==> src/rtl/fetch_ctrl_pkg.sv <==
// Shared types and constants for the MiniMIPS32 fetch sequencer.
package fetch_ctrl_pkg;

  localparam int unsigned XLEN = 32;

  localparam logic [XLEN-1:0] RESET_PC_DEF = 32'hBFC0_0000;
  localparam logic [XLEN-1:0] ZeroWord     = 32'h0000_0000;
  localparam logic            ChipEnable   = 1'b1;
  localparam logic            ChipDisable  = 1'b0;

  typedef enum logic [2:0] {
    FS_BOOT = 3'd0,
    FS_REQ  = 3'd1,
    FS_HOLD = 3'd2,
    FS_DROP = 3'd3,
    FS_ERR  = 3'd4
  } fetch_state_e;

  // One fetched instruction as presented to IF/ID.
  typedef struct packed {
    logic [XLEN-1:0] inst;
    logic [XLEN-1:0] pc;
    logic            adel;
  } fetch_ent_t;

endpackage

==> src/rtl/inst_skid_buf.sv <==
// Output register plus one-entry skid register between fetch and IF/ID.
module inst_skid_buf
  import fetch_ctrl_pkg::*;
(
  input  logic       clk,
  input  logic       rst,
  input  logic       clear_i,
  input  logic       load_i,
  input  fetch_ent_t load_data_i,
  input  logic       consume_i,
  output logic       out_valid_o,
  output fetch_ent_t out_data_o
);

  logic       out_valid_q, out_valid_d;
  logic       skid_valid_q, skid_valid_d;
  fetch_ent_t out_q, out_d;
  fetch_ent_t skid_q, skid_d;

  // Pop the output slot (refilling from skid), then place a new entry in the
  // first free slot; data is zeroed whenever a slot is empty.
  always_comb begin
    out_valid_d  = out_valid_q;
    out_d        = out_q;
    skid_valid_d = skid_valid_q;
    skid_d       = skid_q;
    if (clear_i) begin
      out_valid_d  = 1'b0;
      out_d        = '0;
      skid_valid_d = 1'b0;
      skid_d       = '0;
    end else begin
      if (consume_i) begin
        out_valid_d  = skid_valid_q;
        out_d        = skid_q;
        skid_valid_d = 1'b0;
        skid_d       = '0;
      end
      if (load_i) begin
        if (!out_valid_d) begin
          out_valid_d = 1'b1;
          out_d       = load_data_i;
        end else begin
          skid_valid_d = 1'b1;
          skid_d       = load_data_i;
        end
      end
    end
  end

  // Buffer registers with synchronous active-low reset.
  always_ff @(posedge clk) begin
    if (!rst) begin
      out_valid_q  <= 1'b0;
      out_q        <= '0;
      skid_valid_q <= 1'b0;
      skid_q       <= '0;
    end else begin
      out_valid_q  <= out_valid_d;
      out_q        <= out_d;
      skid_valid_q <= skid_valid_d;
      skid_q       <= skid_d;
    end
  end

  assign out_valid_o = out_valid_q;
  assign out_data_o  = out_q;

endmodule

==> src/rtl/fetch_ctrl.sv <==
// Fetch sequencer: PC, memory handshake, redirect handling and output buffering.
module fetch_ctrl
  import fetch_ctrl_pkg::*;
#(
  parameter logic [31:0] RESET_PC = RESET_PC_DEF
) (
  input  logic        clk,
  input  logic        rst,
  input  logic        stall_i,
  input  logic        flush_i,
  input  logic [31:0] flush_pc_i,
  input  logic        branch_i,
  input  logic [31:0] branch_pc_i,
  output logic        req_o,
  output logic [31:0] pc_o,
  input  logic        ack_i,
  input  logic [31:0] rdata_i,
  output logic        inst_valid_o,
  output logic [31:0] inst_o,
  output logic [31:0] inst_pc_o,
  output logic        inst_adel_o
);

  fetch_state_e state_q, state_d;
  logic [31:0]  pc_q, pc_d;
  logic [31:0]  target_q, target_d;
  logic         req_q, req_d;

  logic         buf_clear, buf_load;
  fetch_ent_t   buf_ent, buf_out;
  logic         inst_valid;
  logic         consume, redir, aligned;
  logic [31:0]  redir_pc;

  assign inst_valid = inst_valid_o;
  assign consume    = inst_valid & ~stall_i;
  assign redir      = (flush_i | branch_i) & (state_q != FS_BOOT);
  assign redir_pc   = flush_i ? flush_pc_i : branch_pc_i;
  assign aligned    = (pc_q[1:0] == 2'b00);

  // Next-state, PC, redirect target and buffer controls.
  always_comb begin
    state_d   = state_q;
    pc_d      = pc_q;
    target_d  = target_q;
    buf_clear = 1'b0;
    buf_load  = 1'b0;
    buf_ent   = '0;
    unique case (state_q)
      FS_BOOT: state_d = FS_REQ;
      FS_REQ: begin
        if (redir) begin
          buf_clear = 1'b1;
          if (req_q && !ack_i) begin
            state_d  = FS_DROP;
            target_d = redir_pc;
          end else begin
            pc_d = redir_pc;
          end
        end else if (!aligned) begin
          if (!inst_valid || consume) begin
            buf_load = 1'b1;
            buf_ent  = '{inst: ZeroWord, pc: pc_q, adel: 1'b1};
            state_d  = FS_ERR;
          end
        end else if (ack_i) begin
          buf_load = 1'b1;
          buf_ent  = '{inst: rdata_i, pc: pc_q, adel: 1'b0};
          pc_d     = pc_q + 32'd4;
          if (inst_valid && !consume) state_d = FS_HOLD;
        end
      end
      FS_HOLD: begin
        if (redir) begin
          buf_clear = 1'b1;
          pc_d      = redir_pc;
          state_d   = FS_REQ;
        end else if (consume) begin
          state_d = FS_REQ;
        end
      end
      FS_DROP: begin
        if (redir) begin
          buf_clear = 1'b1;
          if (!ack_i) begin
            target_d = redir_pc;
          end else begin
            pc_d    = redir_pc;
            state_d = FS_REQ;
          end
        end else if (ack_i) begin
          pc_d    = target_q;
          state_d = FS_REQ;
        end
      end
      FS_ERR: begin
        if (redir) begin
          buf_clear = 1'b1;
          pc_d      = redir_pc;
          state_d   = FS_REQ;
        end
      end
      default: state_d = FS_BOOT;
    endcase
    req_d = (((state_d == FS_REQ) && (pc_d[1:0] == 2'b00)) || (state_d == FS_DROP))
            ? ChipEnable : ChipDisable;
  end

  // State, PC, target and request registers.
  always_ff @(posedge clk) begin
    if (!rst) begin
      state_q  <= FS_BOOT;
      pc_q     <= RESET_PC;
      target_q <= '0;
      req_q    <= ChipDisable;
    end else begin
      state_q  <= state_d;
      pc_q     <= pc_d;
      target_q <= target_d;
      req_q    <= req_d;
    end
  end

  inst_skid_buf u_buf (
    .clk         (clk),
    .rst         (rst),
    .clear_i     (buf_clear),
    .load_i      (buf_load),
    .load_data_i (buf_ent),
    .consume_i   (consume),
    .out_valid_o (inst_valid_o),
    .out_data_o  (buf_out)
  );

  assign req_o       = req_q;
  assign pc_o        = pc_q;
  assign inst_o      = buf_out.inst;
  assign inst_pc_o   = buf_out.pc;
  assign inst_adel_o = buf_out.adel;

endmodule

==> config.mk <==
export PLATFORM = sky130hd
export DESIGN_NAME = fetch_ctrl
export DESIGN_NICKNAME = d
export VERILOG_FILES = /design/src/rtl/fetch_ctrl_pkg.sv /design/src/rtl/inst_skid_buf.sv /design/src/rtl/fetch_ctrl.sv
export SDC_FILE = /design/constraint.sdc
export NUM_CORES = 1
export LEC_CHECK = 0
export ABC_AREA = 1
export CORE_MARGIN = 2
export CORE_UTILIZATION = 24
export CTS_CLUSTER_DIAMETER = 40
export DETAILED_ROUTE_END_ITERATION = 10
export GPL_TIMING_DRIVEN = 0
export REMOVE_ABC_BUFFERS = 1
export SLEW_MARGIN = 20
export SYNTH_ARGS = -nofsm -noshare
export SYNTH_HDL_FRONTEND = slang
export SYNTH_SLANG_ARGS = --single-unit
==> constraint.sdc <==
create_clock -name clk -period 2.1 [get_ports clk]
set_input_delay 0.315 -clock clk [delete_from_list [all_inputs] [get_ports clk]]
set_output_delay 0.315 -clock clk [all_outputs]
set_load 0.02 [all_outputs]
==> flow_metrics.py <==
metrics = {
    "power": {
        "ir_drop_uv": 424,
        "p_total_mw": 12.5,
        "powerDensity_nw_per_um2": 927,
        "total_leakage_power_nw": 4.97,
    },
    "timing": {
        "period_minus_slack_ps": 2050,
        "relSlewSlack_pct": 51.1,
        "period_share_pct": 97.6,
        "setup_slack_ps": 49.5,
        "fin_worst_skew_ps": 17.3,
        "clock.fmax_mhz": 488,
        "grt_setup_unrepaired": "yes",
        "holdWs_ps": 389,
        "finalMaxSlewViolations": 0,
        "final_hold_viol_count": 0,
        "tightest_slew_ps": 734,
        "setup_viol": 0,
    },
    "synth": {
        "ys.warnings.count": 0,
        "yosysTopAreaCell": "dfxtp_1",
        "ys_seq_area_share_pct": 40.8,
        "synth.distinct_cells": 41,
        "syn_area_per_cell_um2": 6.74,
        "synthFlopType": "dfxtp_1",
        "synth_area_leaders": "dfxtp_1 (41%), nand2_1 (16%), a21oi_1 (6.4%)",
        "synth-seq-cells": 200,
        "synthCells": 1457,
        "synthArstFlopShare_pct": 0,
        "synth_top_area_share_pct": 40.8,
        "synth-edff-count": 0,
        "syn_area_um2": 9820,
    },
    "finish": {
        "final_nets": 1721,
        "fin_area_um2": 13500,
        "drive_above_1_share_pct": 7.98,
        "final_core_util_pct": 33.3,
        "antenna_cells": 0,
        "area_growth_syn_to_layout_pct": 37.7,
    },
    "global_routing": {
        "track_usage_pct": 16.5,
        "grt_pass1_wl_um": 53900,
        "overflow": 0,
        "grt_pass1_vias": 9471,
        "grt_max_degree": 89,
        "gr-usage-met1_pct": 21.7,
        "grt_util_met2_pct": 27.5,
        "top_usage_layer": "met2",
        "antenna_found_initial": 0,
        "grt_use_met3_pct": 3.04,
    },
    "clocking": {
        "cts_num_sinks": 200,
        "cts_tree": "yes",
        "htreeDepth": 4,
        "numCtsBuffers": 17,
        "clock_latency_ps": 460,
        "ctsRootBufferMaster": "clkbuf_16",
        "clk_path_buf_depth": 2,
        "clk_pin_slew_worst_paths_ps": 80,
    },
    "floorplan": {
        "row_count": 74,
        "core_area_um2": 40600,
        "die_w_um": 206,
        "initial_core_util_pct": 24.2,
        "die_h_um": 206,
        "die_area_um2": 42500,
        "ios": 201,
    },
    "detailed_routing": {
        "firstDrtPassIters": 5,
        "vias": 10579,
        "drc": 0,
        "viasPerCell": 4.89,
        "drt-total-wl_um": 37200,
        "drt_first_iter_violations": 903,
        "ant_nets": 0,
        "wire_per_inst_um": 17.2,
    },
    "setup_path": {
        "reg2reg_slack_ps": 80,
        "r2r-end": "pc_o[31]",
        "critPathLaunch": "pc_o[13]",
        "end_kind": "output port",
        "worstSetupPathType": "reg2out",
        "cp_top_family": "buffers and inverters",
        "crit_required_ps": 1780,
        "path_buf_inv": 1,
        "start_kind": "flop",
        "critPathSlowestCell": "clkdlybuf4s50_1",
        "r2r_start": "state_q[0]",
        "cp.depth": 1,
        "cp_max_fo": 9,
        "r2r_cells": 11,
        "critPathMaxStageDelay_ps": 690,
        "critPathCapture": "pc_o[13]",
        "critical_path.cell_chain": "clkdlybuf4s50_1",
        "crit_arrival_ps": 1740,
    },
    "worst_hold_path": {
        "hp-class": "in2reg",
    },
    "place": {
        "gp_congestion": 0.826,
        "dpl_cell_area_um2": 12400,
        "dp_hpwl_um": 22100,
        "io_buffers": 200,
        "place_worst_setup_slack_ps": -1300,
    },
    "run": {
        "drv_cap": 0,
    },
    "run_status": {
        "status": "finished clean",
    },
}
## what timing repair did
action	in CTS	in global routing
hold buffers	0	0
pin swaps	9	4
setup endpoints to repair	194	180
gates cloned	7	5
setup buffers	10	4
resized for setup	35	46
## placed cells by master, fill, tap and decap left out, drive strengths merged, types with 9 or more instances in the layout
master,count
a211oi,25
a21oi,125
a31oi,36
buf,27
clkbuf,20
clkdlybuf4s50,196
dfxtp,200
inv,92
mux2i,23
nand2,438
nand3,102
nor2,152
nor3,9
o21ai,129
## layer usage
metal / vias up / part of all wire, %
li1: 5162 / -
met1: 4963 / 45
met2: 419 / 47
met3: 35 / 6.9
met4: 0 / 1.4
met5: - / 0
## through the flow
| step | cells | TNS (ps) |
|---|---|---|
| after detailed placement | 2105 | -175460 |
| after floorplan | 1362 | -524530 |
| after CTS | 2153 | -5.49 |
| after global placement | 2094 | -1441170 |
| final | 2162 | 0 |
| after global routing | 2162 | -93.0 |
## worst reg2reg max path, stage by stage (launching register included)
cell	delay (ps)
dfxtp_1	390
nand2_2	130
inv_1	120
nand2_1	240
nor2_2	260
o21ai_4	80
buf_6	160
o21ai_0	320
inv_1	100
nand2_1	80
nand2_1	40
nand2_1	60
## worst min path at each step
stage	startpoint	end	slack [ps]	cells after the start
global placement	target_q[28]	target_q[28]	430	2
CTS	rst	pc_o[26]	370	2
detailed placement	target_q[28]	target_q[28]	450	2
finish	rst	pc_o[22]	390	2
floorplan	rst	pc_o[22]	380	1
global route	rst	pc_o[22]	400	2
## cells by family (layout without fill, tap and decap cells)
| logic type | after synthesis | after routing | share of synthesized area [%] |
|---|---|---|---|
| adder cells (fa/ha/maj) | 1 | 1 | 0.127 |
| AND/OR/NAND/NOR | 707 | 716 | 29.6 |
| multiplexers | 23 | 23 | 2.34 |
| buffers and inverters | 186 | 350 | 7.90 |
| XOR/XNOR | 2 | 2 | 0.178 |
| flip-flops | 200 | 200 | 40.8 |
| AO/OA/AOI/OAI | 338 | 338 | 19.1 |
## power by group
group | total, mW | switching, mW | leakage [nW] | internal, mW
registers | 4.80 | 0.562 | 1.62 | 4.24
clock network | 3.52 | 1.60 | 0.288 | 1.92
logic | 4.23 | 2.63 | 3.05 | 1.60
## synthesized netlist by cell type (4+ instances only)
| master | number |
|---|---|
| inv_1 | 78 |
| nand3_1 | 101 |
| o21ai_1 | 5 |
| a211oi_1 | 25 |
| nor2_2 | 4 |
| a31oi_1 | 36 |
| o211ai_1 | 4 |
| nor2_1 | 141 |
| o21ai_0 | 123 |
| nand4_1 | 4 |
| or2_2 | 4 |
| buf_1 | 4 |
| a32oi_1 | 6 |
| mux2i_1 | 23 |
| a21oi_1 | 125 |
| inv_2 | 10 |
| clkbuf_1 | 50 |
| nand2_2 | 5 |
| nand2_1 | 425 |
| dfxtp_1 | 200 |
| buf_2 | 34 |
| a311oi_1 | 6 |
| nor3_1 | 9 |
## final cells by class
cell class | count | area, um^2
clock inverter | 12 | 164
multi-input combinational | 1080 | 5360
timing repair buffer | 226 | 2450
fill | 4294 | 27100
sequential | 200 | 4020
clock buffer | 19 | 443
tap | 532 | 666
inverter | 91 | 407
timing repair inverter | 2 | 17.5
## sequential cells by signal (all words and copies together), names as in the netlist
signal and flops:
u_buf.out_data_o 65, u_buf.skid_q 65, u_buf.skid_valid_q 1, req_o 1, target_q 32, state_q 3, pc_o 32, u_buf.out_valid_o 1
No activity file was read; power rests on OpenSTA's default activity.
